## src/rtl/mips_pkg.sv

```systemverilog
// Shared MIPS definitions: ALU operations, opcode/funct encodings and multicycle sequencer types.
package mips_pkg;

  typedef enum logic [2:0] {
    ALU_ADD = 3'd0,
    ALU_SUB = 3'd1,
    ALU_AND = 3'd2,
    ALU_OR  = 3'd3,
    ALU_XOR = 3'd4,
    ALU_SLT = 3'd5,
    ALU_ABS = 3'd6
  } t_alu_opcode;

  localparam logic [5:0] OP_RTYPE = 6'h00;
  localparam logic [5:0] OP_JUMP  = 6'h02;
  localparam logic [5:0] OP_BEQ   = 6'h04;
  localparam logic [5:0] OP_ADDI  = 6'h08;
  localparam logic [5:0] OP_ADDIU = 6'h09;
  localparam logic [5:0] OP_ABS   = 6'h1C;
  localparam logic [5:0] OP_LW    = 6'h23;
  localparam logic [5:0] OP_SW    = 6'h2B;

  localparam logic [5:0] FN_ZERO = 6'h00;
  localparam logic [5:0] FN_ADD  = 6'h20;
  localparam logic [5:0] FN_SUB  = 6'h22;
  localparam logic [5:0] FN_AND  = 6'h24;
  localparam logic [5:0] FN_OR   = 6'h25;
  localparam logic [5:0] FN_XOR  = 6'h26;
  localparam logic [5:0] FN_SLT  = 6'h2A;

  typedef enum logic [3:0] {
    StFetch   = 4'd0,
    StDecode  = 4'd1,
    StMemAddr = 4'd2,
    StMemRd   = 4'd3,
    StMemWr   = 4'd4,
    StMemWb   = 4'd5,
    StRExec   = 4'd6,
    StRWb     = 4'd7,
    StIExec   = 4'd8,
    StIWb     = 4'd9,
    StAbsExec = 4'd10,
    StBranch  = 4'd11,
    StJmp     = 4'd12,
    StHalt    = 4'd13
  } t_mc_state;

  localparam logic [1:0] PCSRC_ALU    = 2'd0;
  localparam logic [1:0] PCSRC_ALUOUT = 2'd1;
  localparam logic [1:0] PCSRC_JUMP   = 2'd2;

  localparam logic [1:0] SRCB_REGB    = 2'd0;
  localparam logic [1:0] SRCB_FOUR    = 2'd1;
  localparam logic [1:0] SRCB_IMM     = 2'd2;
  localparam logic [1:0] SRCB_IMM_SH2 = 2'd3;

  typedef struct packed {
    logic        valid;
    t_alu_opcode op;
  } t_alu_dec;

  // All-zero value is the idle strobe set with ALU_ADD selected.
  typedef struct packed {
    logic        mem_req;
    logic        mem_read;
    logic        mem_write;
    logic        iord;
    logic        ir_write;
    logic        pc_write;
    logic        pc_write_cond;
    logic [1:0]  pc_src;
    logic        alu_src_a;
    logic [1:0]  alu_src_b;
    t_alu_opcode alu;
    logic        reg_dst;
    logic        reg_write;
    logic        mem_to_reg;
  } t_mc_ctrl;

  function automatic t_alu_dec decode_funct(input logic [5:0] funct);
    t_alu_dec r;
    r.valid = 1'b1;
    r.op    = ALU_ADD;
    case (funct)
      FN_ADD:  r.op = ALU_ADD;
      FN_SUB:  r.op = ALU_SUB;
      FN_AND:  r.op = ALU_AND;
      FN_OR:   r.op = ALU_OR;
      FN_XOR:  r.op = ALU_XOR;
      FN_SLT:  r.op = ALU_SLT;
      default: r.valid = 1'b0;
    endcase
    return r;
  endfunction

endpackage

```

## src/rtl/mips_multicycle_fsm_if.sv

```systemverilog
// Handshake with the unified variable-latency memory.
interface mips_multicycle_fsm_if;
  logic mem_req;
  logic mem_ready;
  logic MemRead;
  logic MemWrite;
  logic IorD;

  modport master (output mem_req, output MemRead, output MemWrite, output IorD, input mem_ready);
  modport slave  (input mem_req, input MemRead, input MemWrite, input IorD, output mem_ready);
endinterface

```

## src/rtl/mips_multicycle_fsm.sv

```systemverilog
// Multicycle MIPS control sequencer: one datapath step per state, memory handshake with timeout.
module mips_multicycle_fsm
  import mips_pkg::*;
#(
  parameter int unsigned MEM_TIMEOUT = 16
) (
  input  logic                         clk,
  input  logic                         rst,
  mips_multicycle_fsm_if.master        mem_bus,
  input  logic [5:0]                   opcode,
  input  logic [5:0]                   funct,
  input  logic                         zero,
  output logic                         IRWrite,
  output logic                         PCWrite,
  output logic                         PCWriteCond,
  output logic [1:0]                   PCSrc,
  output logic                         ALUSrcA,
  output logic [1:0]                   ALUSrcB,
  output t_alu_opcode                  alu_control,
  output logic                         RegDst,
  output logic                         RegWrite,
  output logic                         MemToReg,
  output logic                         err_illegal,
  output logic                         err_timeout,
  output t_mc_state                    state_o
);

  localparam int unsigned WaitW = $clog2(MEM_TIMEOUT + 1);

  t_mc_state        r_state, w_state_d;
  logic [WaitW-1:0] r_wait, w_wait_d;
  logic             r_err_illegal, w_err_illegal_d;
  logic             r_err_timeout, w_err_timeout_d;
  logic             w_mem_state;
  t_mc_ctrl         w_ctrl, w_out;
  t_alu_dec         w_alu_dec;

  // zero only qualifies PCWriteCond inside the datapath; the sequencer never branches on it.
  logic w_unused_zero;
  assign w_unused_zero = zero;

  assign w_alu_dec = decode_funct(funct);

  always_ff @(posedge clk) begin
    if (rst) begin
      r_state       <= StFetch;
      r_wait        <= '0;
      r_err_illegal <= 1'b0;
      r_err_timeout <= 1'b0;
    end else begin
      r_state       <= w_state_d;
      r_wait        <= w_wait_d;
      r_err_illegal <= w_err_illegal_d;
      r_err_timeout <= w_err_timeout_d;
    end
  end

  always_comb begin
    w_state_d       = r_state;
    w_wait_d        = '0;
    w_err_illegal_d = r_err_illegal;
    w_err_timeout_d = r_err_timeout;
    w_mem_state     = 1'b0;
    w_ctrl          = '0;
    w_ctrl.alu      = ALU_ADD;

    unique case (r_state)
      StFetch: begin
        w_mem_state      = 1'b1;
        w_ctrl.mem_req   = 1'b1;
        w_ctrl.mem_read  = 1'b1;
        w_ctrl.alu_src_b = SRCB_FOUR;
        w_ctrl.pc_src    = PCSRC_ALU;
        if (mem_bus.mem_ready) begin
          w_ctrl.ir_write = 1'b1;
          w_ctrl.pc_write = 1'b1;
          w_state_d       = StDecode;
        end
      end
      StDecode: begin
        w_ctrl.alu_src_b = SRCB_IMM_SH2;
        case (opcode)
          OP_LW, OP_SW:      w_state_d = StMemAddr;
          OP_RTYPE:          w_state_d = (funct == FN_ZERO) ? StFetch : StRExec;
          OP_ADDI, OP_ADDIU: w_state_d = StIExec;
          OP_BEQ:            w_state_d = StBranch;
          OP_JUMP:           w_state_d = StJmp;
          OP_ABS:            w_state_d = StAbsExec;
          default: begin
            w_err_illegal_d = 1'b1;
            w_state_d       = StFetch;
          end
        endcase
      end
      StMemAddr: begin
        w_ctrl.alu_src_a = 1'b1;
        w_ctrl.alu_src_b = SRCB_IMM;
        w_state_d        = (opcode == OP_SW) ? StMemWr : StMemRd;
      end
      StMemRd: begin
        w_mem_state     = 1'b1;
        w_ctrl.mem_req  = 1'b1;
        w_ctrl.mem_read = 1'b1;
        w_ctrl.iord     = 1'b1;
        if (mem_bus.mem_ready) w_state_d = StMemWb;
      end
      StMemWr: begin
        w_mem_state      = 1'b1;
        w_ctrl.mem_req   = 1'b1;
        w_ctrl.mem_write = 1'b1;
        w_ctrl.iord      = 1'b1;
        if (mem_bus.mem_ready) w_state_d = StFetch;
      end
      StMemWb: begin
        w_ctrl.reg_write  = 1'b1;
        w_ctrl.mem_to_reg = 1'b1;
        w_state_d         = StFetch;
      end
      StRExec: begin
        w_ctrl.alu_src_a = 1'b1;
        w_ctrl.alu_src_b = SRCB_REGB;
        w_ctrl.alu       = w_alu_dec.op;
        if (w_alu_dec.valid) begin
          w_state_d = StRWb;
        end else begin
          w_err_illegal_d = 1'b1;
          w_state_d       = StFetch;
        end
      end
      StRWb: begin
        w_ctrl.reg_write = 1'b1;
        w_ctrl.reg_dst   = 1'b1;
        w_state_d        = StFetch;
      end
      StIExec: begin
        w_ctrl.alu_src_b = SRCB_IMM;
        w_state_d        = StIWb;
      end
      StIWb: begin
        w_ctrl.reg_write = 1'b1;
        w_state_d        = StFetch;
      end
      StAbsExec: begin
        w_ctrl.alu = ALU_ABS;
        w_state_d  = StIWb;
      end
      StBranch: begin
        w_ctrl.alu_src_a     = 1'b1;
        w_ctrl.alu_src_b     = SRCB_REGB;
        w_ctrl.alu           = ALU_SUB;
        w_ctrl.pc_write_cond = 1'b1;
        w_ctrl.pc_src        = PCSRC_ALUOUT;
        w_state_d            = StFetch;
      end
      StJmp: begin
        w_ctrl.pc_write = 1'b1;
        w_ctrl.pc_src   = PCSRC_JUMP;
        w_state_d       = StFetch;
      end
      StHalt: w_state_d = StHalt;
      default: w_state_d = StFetch;
    endcase

    // Leaving a memory state leaves w_wait_d at zero, so every access starts a fresh count.
    if (w_mem_state && !mem_bus.mem_ready) begin
      if (r_wait == WaitW'(MEM_TIMEOUT - 1)) begin
        w_err_timeout_d = 1'b1;
        w_state_d       = StHalt;
      end else begin
        w_wait_d = r_wait + 1'b1;
      end
    end
  end

  assign w_out = rst ? '0 : w_ctrl;

  assign mem_bus.mem_req  = w_out.mem_req;
  assign mem_bus.MemRead  = w_out.mem_read;
  assign mem_bus.MemWrite = w_out.mem_write;
  assign mem_bus.IorD     = w_out.iord;
  assign IRWrite          = w_out.ir_write;
  assign PCWrite          = w_out.pc_write;
  assign PCWriteCond      = w_out.pc_write_cond;
  assign PCSrc            = w_out.pc_src;
  assign ALUSrcA          = w_out.alu_src_a;
  assign ALUSrcB          = w_out.alu_src_b;
  assign alu_control      = w_out.alu;
  assign RegDst           = w_out.reg_dst;
  assign RegWrite         = w_out.reg_write;
  assign MemToReg         = w_out.mem_to_reg;
  assign err_illegal      = r_err_illegal;
  assign err_timeout      = r_err_timeout;
  assign state_o          = r_state;

endmodule

```

## src/flat_wrapper.sv

```systemverilog
// flat-port wrapper written by rule: the top's interface ports become plain ports
module mips_multicycle_fsm_flat import mips_pkg::*;
#(
  parameter int unsigned MEM_TIMEOUT = 16
)
  (clk, rst, opcode, funct, zero, IRWrite, PCWrite, PCWriteCond, PCSrc, ALUSrcA, ALUSrcB, alu_control, RegDst, RegWrite, MemToReg, err_illegal, err_timeout, state_o, mem_bus_mem_req, mem_bus_MemRead, mem_bus_MemWrite, mem_bus_IorD, mem_bus_mem_ready);
  mips_multicycle_fsm_if mem_bus_i ();
  input  logic clk;
  input  logic rst;
  input  logic [5:0] opcode;
  input  logic [5:0] funct;
  input  logic zero;
  output logic IRWrite;
  output logic PCWrite;
  output logic PCWriteCond;
  output logic [1:0] PCSrc;
  output logic ALUSrcA;
  output logic [1:0] ALUSrcB;
  output t_alu_opcode alu_control;
  output logic RegDst;
  output logic RegWrite;
  output logic MemToReg;
  output logic err_illegal;
  output logic err_timeout;
  output t_mc_state state_o;
  output wire logic [$bits(mem_bus_i.mem_req)-1:0] mem_bus_mem_req;
  output wire logic [$bits(mem_bus_i.MemRead)-1:0] mem_bus_MemRead;
  output wire logic [$bits(mem_bus_i.MemWrite)-1:0] mem_bus_MemWrite;
  output wire logic [$bits(mem_bus_i.IorD)-1:0] mem_bus_IorD;
  input wire logic [$bits(mem_bus_i.mem_ready)-1:0] mem_bus_mem_ready;
  assign mem_bus_mem_req = mem_bus_i.mem_req;
  assign mem_bus_MemRead = mem_bus_i.MemRead;
  assign mem_bus_MemWrite = mem_bus_i.MemWrite;
  assign mem_bus_IorD = mem_bus_i.IorD;
  assign mem_bus_i.mem_ready = mem_bus_mem_ready;
  mips_multicycle_fsm #(.MEM_TIMEOUT(MEM_TIMEOUT)) u_core (.clk(clk), .rst(rst), .mem_bus(mem_bus_i), .opcode(opcode), .funct(funct), .zero(zero), .IRWrite(IRWrite), .PCWrite(PCWrite), .PCWriteCond(PCWriteCond), .PCSrc(PCSrc), .ALUSrcA(ALUSrcA), .ALUSrcB(ALUSrcB), .alu_control(alu_control), .RegDst(RegDst), .RegWrite(RegWrite), .MemToReg(MemToReg), .err_illegal(err_illegal), .err_timeout(err_timeout), .state_o(state_o));
endmodule
```

## config.mk

```make
export PLATFORM = sky130hd
export DESIGN_NAME = mips_multicycle_fsm_flat
export DESIGN_NICKNAME = d
export VERILOG_FILES = /design/src/rtl/mips_pkg.sv /design/src/rtl/mips_multicycle_fsm_if.sv /design/src/rtl/mips_multicycle_fsm.sv /design/src/flat_wrapper.sv
export SDC_FILE = /design/constraint.sdc
export NUM_CORES = 1
export LEC_CHECK = 0
export BUFFER_PORTS_ARGS = -buffer_cell sky130_fd_sc_hd__buf_2
export CAP_MARGIN = 20
export CORE_MARGIN = 2
export CORE_UTILIZATION = 53
export CTS_CLUSTER_SIZE = 8
export DETAILED_ROUTE_END_ITERATION = 12
export PLACE_DENSITY = 0.85
export SYNTH_ARGS = -nofsm -noshare
export SYNTH_HDL_FRONTEND = slang
export SYNTH_SLANG_ARGS = --single-unit
```

## constraint.sdc

```tcl
create_clock -name clk -period 3.8 [get_ports clk]
set_clock_uncertainty 0.2 [all_clocks]
set_input_delay 0 -clock clk [delete_from_list [all_inputs] [get_ports clk]]
set_output_delay 0 -clock clk [all_outputs]
set_load 0.01 [all_outputs]
```

# Word level (Yosys, flattened, before mapping)
# Index checks and enable logic that the tools add are counted.
[totals]
out_inout_bits = 24
latchBits = 0
ram_bits = 0
wordCells = 86
register_bits = 11
romBits = 0
input_bits = 16
n_memories = 0
[op_classes]
n_mux = 31
mul = 0
n_lt_le_gt_ge = 0
bitwise = 1
n_eq_ne = 29
n_addsub = 1
n_reduce_logical = 20
shift = 0
n_div = 0
[op_table]
columns = ["cell", "count"]
rows = [
  ["$eq A6 B6 Y1 const B", 8],
  ["$pmux W4 S8", 1],
  ["$eq A4 B4 Y1 const B", 6],
  ["$pmux W4 S6", 1],
  ["$mux W4", 5],
  ["$mux W18", 1],
  ["$eq A4 B3 Y1 const B", 4],
  ["$pmux W3 S5", 1],
  ["$mux W1", 13],
  ["$eq A6 B4 Y1 const B", 2],
  ["$logic_not A6 Y1", 2],
  ["$reduce_or A2 Y1", 6],
  ["$reduce_or A3 Y1", 4],
  ["$mux W3", 3],
  ["$pmux W3 S3", 1],
  ["$eq A4 B2 Y1 const B", 2],
  ["$reduce_or A8 Y1", 1],
  ["$eq A6 B2 Y1 const B", 1],
  ["$eq A6 B3 Y1 const B", 1],
  ["$eq A6 B5 Y1 const B", 1],
  ["$pmux W2 S3", 1],
  ["$reduce_or A6 Y1", 1],
  ["$add A5 B1 Y5 const B", 1],
  ["$eq A5 B4 Y1 const B", 1],
  ["12 further kinds", 14],
]

# Depth between registers and ports, before layout
# Gate-level depths: netlist of the first run.
[logic_depth]
ltp_word = 7
mapped_depth = 8

# Worst setup path before layout of the first run
# Ideal clock, no wire load.
[synth_path]
kind = "register -> register"
startpoint = "register u_core.r_wait[0]"
endpoint = "register u_core.r_state[0] (netlist: u_core.state_o[0])"
path_buffers = 0
required_ns = 3.542
arrival_ns = 1.504
slack_ns = 2.038
path_stages_with_launch = 8
setup_ns = 0.058
path_cell_list = "dfxtp_1 ha_1 and3_1 ha_1 nor3b_1 nand2b_1 o221ai_1 o21a_1"
[synth_via]
elab_chain_cells = 3
[synth_lines]
columns = ["element", "line", "rtl"]
rows = [
  ["from (decl)", "mips_multicycle_fsm.sv:31", "logic [WaitW-1:0] r_wait, w_wait_d;"],
  ["from (signal assigned)", "mips_multicycle_fsm.sv:52", "r_wait <= w_wait_d;"],
  ["$eq A5 B4 Y1", "mips_multicycle_fsm.sv:166", "if (r_wait == WaitW'(MEM_TIMEOUT - 1)) begin"],
  ["$mux W4", "mips_multicycle_fsm.sv:166", ""],
  ["$mux W4", "mips_multicycle_fsm.sv:165", "if (w_mem_state && !mem_bus.mem_ready) begin"],
  ["to (signal assigned)", "mips_multicycle_fsm.sv:46", "r_state <= StFetch;"],
  ["to (signal assigned)", "mips_multicycle_fsm.sv:51", "r_state <= w_state_d;"],
  ["to (decl)", "mips_multicycle_fsm.sv:30", "t_mc_state r_state, w_state_d;"],
]
# Every way passes these cells.
# A chain may end at the register's enable or synchronous reset.

# Final worst setup path of the first run
[layout_path]
startpoint = "register u_core.r_state[2] (netlist: u_core.state_o[2])"
endpoint = "register u_core.r_err_illegal (netlist: u_core.err_illegal)"
[layout_via]
elab_chain_cells = 3
elab_cells_between_ends = 7
[layout_lines]
columns = ["element", "line", "rtl"]
rows = [
  ["$eq A4 B3 Y1 or $eq A4 B1 Y1 (tied branches)", "mips_multicycle_fsm.sv:67", "unique case (r_state)"],
  ["$ne A2 B2 Y1 (no line) or $reduce_bool A2 Y1 (tied branches)", "--", ""],
  ["$reduce_and A3 Y1 (no line)", "--", ""],
  ["to (signal assigned)", "mips_multicycle_fsm.sv:53", "r_err_illegal <= w_err_illegal_d;"],
  ["to (decl)", "mips_multicycle_fsm.sv:32", "logic r_err_illegal, w_err_illegal_d;"],
]
# Parallel ways exist; a longest one is shown, timed or not.

==> results of run 1 <==
final timing paths:
kind	slack, ns	to	from
setup / recovery	0.87	u_core.err_illegal	u_core.state_o[2]
hold / removal	0.07	u_core.state_o[1]	opcode[1]
setup reg to reg	0.87	u_core.err_illegal	u_core.state_o[2]
hold reg to reg	0.25	u_core.err_timeout	u_core.err_timeout
routing by layer:
| metal | vias up | track usage (%) |
|---|---|---|
| li1 | 624 | - |
| met1 | 583 | 26.54 |
| met2 | 49 | 47.07 |
| met3 | 6 | 6.442 |
| met4 | 0 | 5.556 |
| met5 | - | 0 |
sequential cells by signal, indices dropped and copies added, names as in the netlist:
signal              flops
u_core.err_illegal      1
u_core.err_timeout      1
u_core.r_wait           5
u_core.state_o          4
power breakdown:
group / internal, mW / leakage, nW / switching [mW]
clock: 0.0391 / 0.0177 / 0.0436
combinational: 0.0358 / 0.483 / 0.0435
sequential: 0.119 / 0.0893 / 0.00981
through the flow:
stage	cells	setup WS [ns]
2_1_floorplan	148	2.038
3_3_place_gp	202	1.734
3_5_place_dp	202	1.666
4_1_cts	212	0.8795
5_1_grt	212	0.7466
6_report	212	0.8653
critical path, cell delays in order, from the launching register on:
cell and delay [ns]:
sky130_fd_sc_hd__dfxtp_1 0.78, sky130_fd_sc_hd__or3_1 0.30, sky130_fd_sc_hd__a311oi_1 0.07, sky130_fd_sc_hd__o311a_1 0.13, sky130_fd_sc_hd__dlygate4sd3_1 0.55, sky130_fd_sc_hd__a221o_1 0.25
sky130_fd_sc_hd__dlygate4sd3_1 0.54
kinds of logic (layout without fill, tap and decap cells):
| logic type | after synthesis | after routing | share of synthesized area, % |
|---|---|---|---|
| flip-flops | 11 | 11 | 20.18 |
| multiplexers | 2 | 2 | 1.835 |
| AND/OR/NAND/NOR | 73 | 73 | 39.34 |
| XOR/XNOR | 5 | 5 | 4.014 |
| buffers and inverters | 16 | 53 | 7.340 |
| AO/OA/AOI/OAI | 39 | 39 | 25.00 |
| adder cells (fa/ha/maj) | 2 | 2 | 2.293 |
final cells by class:
type	instances	area, um^2
multi-input combinational	121	790.8
fill	174	600.6
timing repair buffer	44	250.2
sequential	11	220.2
tap	27	33.78
clock buffer	3	22.52
inverter	5	18.77
clock inverter	1	5.005
cells in the final DEF (no fill, tap or decap), types with 3 or more instances in the layout:
| cell type | count |
|---|---|
| sky130_fd_sc_hd__buf_2 | 38 |
| sky130_fd_sc_hd__nor2_1 | 17 |
| sky130_fd_sc_hd__a21oi_1 | 12 |
| sky130_fd_sc_hd__nor3_1 | 11 |
| sky130_fd_sc_hd__dfxtp_1 | 11 |
| sky130_fd_sc_hd__nand2_1 | 10 |
| sky130_fd_sc_hd__dlygate4sd3_1 | 6 |
| sky130_fd_sc_hd__inv_1 | 5 |
| sky130_fd_sc_hd__nand2b_1 | 5 |
| sky130_fd_sc_hd__and3_1 | 4 |
| sky130_fd_sc_hd__xor2_1 | 3 |
| sky130_fd_sc_hd__o21ai_0 | 3 |
| sky130_fd_sc_hd__nor2b_1 | 3 |
| sky130_fd_sc_hd__nor3b_1 | 3 |
| sky130_fd_sc_hd__nand3_1 | 3 |
| sky130_fd_sc_hd__o21a_1 | 3 |
| sky130_fd_sc_hd__clkbuf_4 | 3 |
what timing repair did:
action	CTS	global route
hold endpoints to repair	9	0
hold buffers	6	0
setup buffers	0	0
==> reports/qor.tcl, run 1 <==
set qor(run_status) {finished, final reports clean}
set qor(max-vdd-ir-drop_v) 0.0001827
set qor(std_cell_rows) 16
set qor(grt_setup_unrepaired) {false}
set qor(report.power.total_mw) 0.2908
set qor(num_vias) 1262
set qor(die-width_um) 49.37
set qor(dr.max_layer_used) {met4}
set qor(grt_pass1_vias) 1115
set qor(dr_wl_met2_mm) 1.533
set qor(layout.cell_area.non_filler_mm2) 0.001341
set qor(layout-area-overhead-vs-synth_pct) 22.94
set qor(groute.usage.overall_pct) 24.57
set qor(crit_arrival_ns) 2.91
set qor(syn_avg_cell_area_um2) 7.372
set qor(total_global_routing_overflow) 0
set qor(postSynthRegisterBits) 11
set qor(syn-num-nets) 166
set qor(yosys.area.top_type_share_pct) 20.18
set qor(holdWs_ns) 0.06663
set qor(route.detailed.vias_per_inst) 5.953
set qor(timing.critical_path.fanout_max) 23
set qor(post-route-min-period_ns) 2.935
set qor(holdCritPathClass) {in2reg}
set qor(synth-seq-area-share_pct) 20.18
set qor(min_path_cells) 3
set qor(maxSlewViolCount) 0
set qor(slew_headroom_pct) 51.23
set qor(worst_path_required_ns) 3.77
set qor(average_routed_wire_per_standard_cell_um) 13.69
set qor(design.die.area_mm2) 0.002437
set qor(grt_max_degree) 24
set qor(synth_commonest_cells) {17 x sky130_fd_sc_hd__nor2_1, 12 x sky130_fd_sc_hd__a21oi_1, 11 x sky130_fd_sc_hd__dfxtp_1, 11 x sky130_fd_sc_hd__nor3_1, 10 x sky130_fd_sc_hd__nand2_1}
set qor(drtIter0Drc) 29
set qor(syn_inst) 148
set qor(post_layout_nets) 204
set qor(crit_type) {reg2reg}
set qor(r2r.worst_path.cells) 6
set qor(place_congestion) 0.8500
set qor(final.period_utilization_pct) 77.23
set qor(max_freq_mhz) 340.7
set qor(num_io_pins) 40
set qor(synth.area.top_cells) {sky130_fd_sc_hd__dfxtp_1 20%, sky130_fd_sc_hd__nor2_1 5.8%, sky130_fd_sc_hd__a21oi_1 5.5%}
set qor(cts_inserted_buffers) 3
set qor(yosysWarnings) 0
set qor(transition_time_at_the_pin_with_the_least_slew_margin_ns) 0.7305
set qor(initial_cell_density_of_the_core_pct) 56.19
set qor(ant_nets) 0
set qor(drive_gt1_share_pct) 27.57
set qor(drt_pass1_iterations) 4
set qor(netlist-cell-type-count) 54
set qor(clk_lat_worst_skew_ns) 0.28
set qor(postCtsResizedCells) 0
set qor(drt-met1-wl_mm) 1.132
set qor(synth.largest_area_cell) {sky130_fd_sc_hd__dfxtp_1}
set qor(timing.critical_path.from_type) {register}
set qor(syn-cell-area_mm2) 0.001091
set qor(setup-tns-final_ns) 0
set qor(routed_wirelength_mm) 2.903
set qor(remaining_drc_errors) 0
set qor(synth_flop_type) {sky130_fd_sc_hd__dfxtp_1}
set qor(power.static_leakage_nw) 0.5898
set qor(place_area_mm2) 0.001254
set qor(finish.utilization_pct) 69.07
set qor(core_region_area_mm2) 0.001942
set qor(dr_wl_met3_um) 202
set qor(share_of_flip_flops_with_an_asynchronous_set_or_reset_pct) 0
set qor(cts_root_buf) {sky130_fd_sc_hd__clkbuf_4}
set qor(pwr_density_cell_mw_per_mm2) 216.8
set qor(setup_viol_count_final) 0
set qor(number_of_buffers_added_on_ports) 38
set qor(maxCapViolations) 0
set qor(global_route_wire_length_before_repair_mm) 4.788
set qor(numClockSinks) 11
set qor(cts-root-to-sink-buffers) 2
set qor(cts.reportedPaths.clkPinSlew_ns) 0.07
set qor(antennaDiodeCount) 0
set qor(dpl_wire_length_mm) 2.146
set qor(final-hold-violation-count) 0
set qor(htreeDepth) 1
set qor(edff_count_synth) 0
set qor(cp-end-kind) {register}
set qor(cts_tree) {yes}
set qor(die_h_um) 49.37
set qor(post-synth-top-count-cell) {sky130_fd_sc_hd__nor2_1}
set qor(grt_antenna_before_repair) 0
No activity file was read; power rests on OpenSTA's default activity.
==> run 2, diff against run 1 <==
CORE_UTILIZATION = 44   (was 53)
PLACE_DENSITY = 0.75   (was 0.85)
clock period = 2.5 ns   (was 3.8 ns; I/O delays follow)
==> reports/qor.tcl, run 2 (synthesis gave the netlist of run 1 again) <==
set qor(run_status) {finished, final reports clean}
set qor(groute.usage.overall_pct) 22.55
set qor(power.static_leakage_nw) 0.5936
set qor(crit_path_cell_trace) {or3_1, a311oi_1, o311a_1, dlygate4sd3_1, a221o_1}
set qor(flop2flop_setup_slack_ns) 0.17
set qor(critPathSlowestCell) {sky130_fd_sc_hd__dlygate4sd3_1}
set qor(most-common-layout-cells) {38 x sky130_fd_sc_hd__buf_2, 17 x sky130_fd_sc_hd__nor2_1, 12 x sky130_fd_sc_hd__a21oi_1}
set qor(drtIter0Drc) 27
set qor(total_global_routing_overflow) 0
set qor(rr_startpoint) {u_core.state_o[2]}
set qor(regToRegEndpoint) {u_core.err_illegal}
set qor(cts-root-to-sink-buffers) 2
set qor(num_vias) 1270
set qor(setup-tns-final_ns) 0
set qor(cp_slowest_stage_delay_ns) 0.54
set qor(timing.critical_path.fanout_max) 16
set qor(pwr_density_cell_mw_per_mm2) 322.4
set qor(post-route-min-period_ns) 2.332
set qor(drive_gt1_share_pct) 28.34
set qor(place_congestion) 0.8615
set qor(layout-area-overhead-vs-synth_pct) 24.66
set qor(num_io_pins) 40
set qor(number_of_buffers_added_on_ports) 38
set qor(largest_register_ff_count) 5
set qor(max_flop_register) {u_core.r_wait}
set qor(cts_root_buf) {sky130_fd_sc_hd__clkbuf_4}
set qor(post-cts-setup-buffer-count) 0
set qor(final.period_utilization_pct) 93.26
set qor(slew_headroom_pct) 57.44
set qor(average_routed_wire_per_standard_cell_um) 13.84
set qor(r2r.worst_path.cells) 5
set qor(final_common_cell) {sky130_fd_sc_hd__buf_2}
set qor(die_h_um) 53.80
set qor(grt_pass1_vias) 1181
set qor(max-vdd-ir-drop_v) 0.0003539
set qor(numClockSinks) 11
set qor(ant_nets) 0
set qor(cp-end-kind) {register}
set qor(grt_max_degree) 24
set qor(antennaDiodeCount) 0
set qor(transition_time_at_the_pin_with_the_least_slew_margin_ns) 0.6376
set qor(core_region_area_mm2) 0.002410
set qor(cts.reportedPaths.clkPinSlew_ns) 0.08
set qor(htreeDepth) 1
set qor(maxCapViolations) 0
set qor(holdCritPathClass) {in2reg}
set qor(global_route_wire_length_before_repair_mm) 4.919
set qor(final-hold-violation-count) 0
set qor(die-width_um) 53.80
set qor(design.die.area_mm2) 0.002894
set qor(std_cell_rows) 18
set qor(drt_pass1_iterations) 5
set qor(grt_antenna_before_repair) 0
set qor(initial_cell_density_of_the_core_pct) 45.28
set qor(clk_lat_worst_skew_ns) 0.26
set qor(setup_viol_count_final) 0
set qor(min_from) {opcode[2]}
set qor(max_freq_mhz) 428.9
set qor(crit_type) {reg2reg}
set qor(crit_arrival_ns) 2.34
set qor(place.detailed.instances) 207
set qor(layoutNonFillerInstCount) 217
set qor(min_to) {u_core.state_o[3]}
set qor(grt_setup_unrepaired) {false}
set qor(dpl_wire_length_mm) 2.265
set qor(maxSlewViolCount) 0
set qor(cts_tree) {yes}
set qor(min_path_cells) 5
set qor(routed_wirelength_mm) 3.003
set qor(route.detailed.vias_per_inst) 5.853
set qor(worst_path_required_ns) 2.51
set qor(cts_inserted_buffers) 3
set qor(post_layout_nets) 206
set qor(timing.critical_path.from_type) {register}
set qor(remaining_drc_errors) 0
-- run 2: cell type report --
class	instances	area [um^2]
Tap cell	30	37.54
Clock buffer	4	26.28
Inverter	5	18.77
Timing Repair Buffer	46	265.3
Multi-Input combinational cell	121	790.8
Fill cell	225	1050
Sequential cell	11	221.5
-- run 2: worst max path at each step --
stage	start	to
2_1_floorplan	u_core.r_wait[0]	u_core.state_o[0]
3_3_place_gp	u_core.r_wait[0]	u_core.state_o[0]
3_5_place_dp	u_core.r_wait[0]	u_core.state_o[0]
4_1_cts	u_core.state_o[3]	u_core.err_illegal
5_1_grt	u_core.state_o[2]	u_core.err_illegal
6_report	u_core.state_o[2]	u_core.err_illegal
-- run 2: timing repair --
item,in CTS,in global routing
setup endpoints to repair,0,1
hold buffers,6,0
resized for setup,0,1
endpoints found under the hold margin,9,0
-- run 2: where the power goes --
group	switching [mW]	total (mW)	internal, mW
clock	0.0589	0.120	0.0616
sequential	0.0110	0.192	0.181
combinational	0.0706	0.126	0.0555
-- run 2: critical path, delay by kind of cell, from the launching register on --
family	cells	cell delay, ns
compound gates	3	0.56
buf+inv	1	0.54
simple gates	1	0.51
flops	1	0.48
-- run 2: metrics by stage --
stage / worst slack [ns] / util [%] / cell area (um^2) / hold slack [ns] / power, mW
final: 0.1684 / 56.44 / 1360 / 0.007229 / 0.4385
after global routing: 0.06571 / 56.44 / 1360 / 0.08326 / 0.4646
after CTS: 0.09170 / 56.39 / 1359 / 0.01194 / 0.4386
after detailed placement: 0.4588 / 52.80 / 1272 / 0.1589 / 0.3131
after global placement: 0.5209 / 52.80 / 1272 / 0.1427 / 0.3082
after floorplan: 0.7380 / - / 1091 / -0.1597 / 0.2676
-- run 2: per-layer routing --
metal	vias to the layer above	global-route usage [%]	share of wire (%)
li1	624	-	-
met1	587	28.93	46
met2	57	39.43	44
met3	2	1.944	8.7
met4	0	7.265	0.60
met5	-	0	0
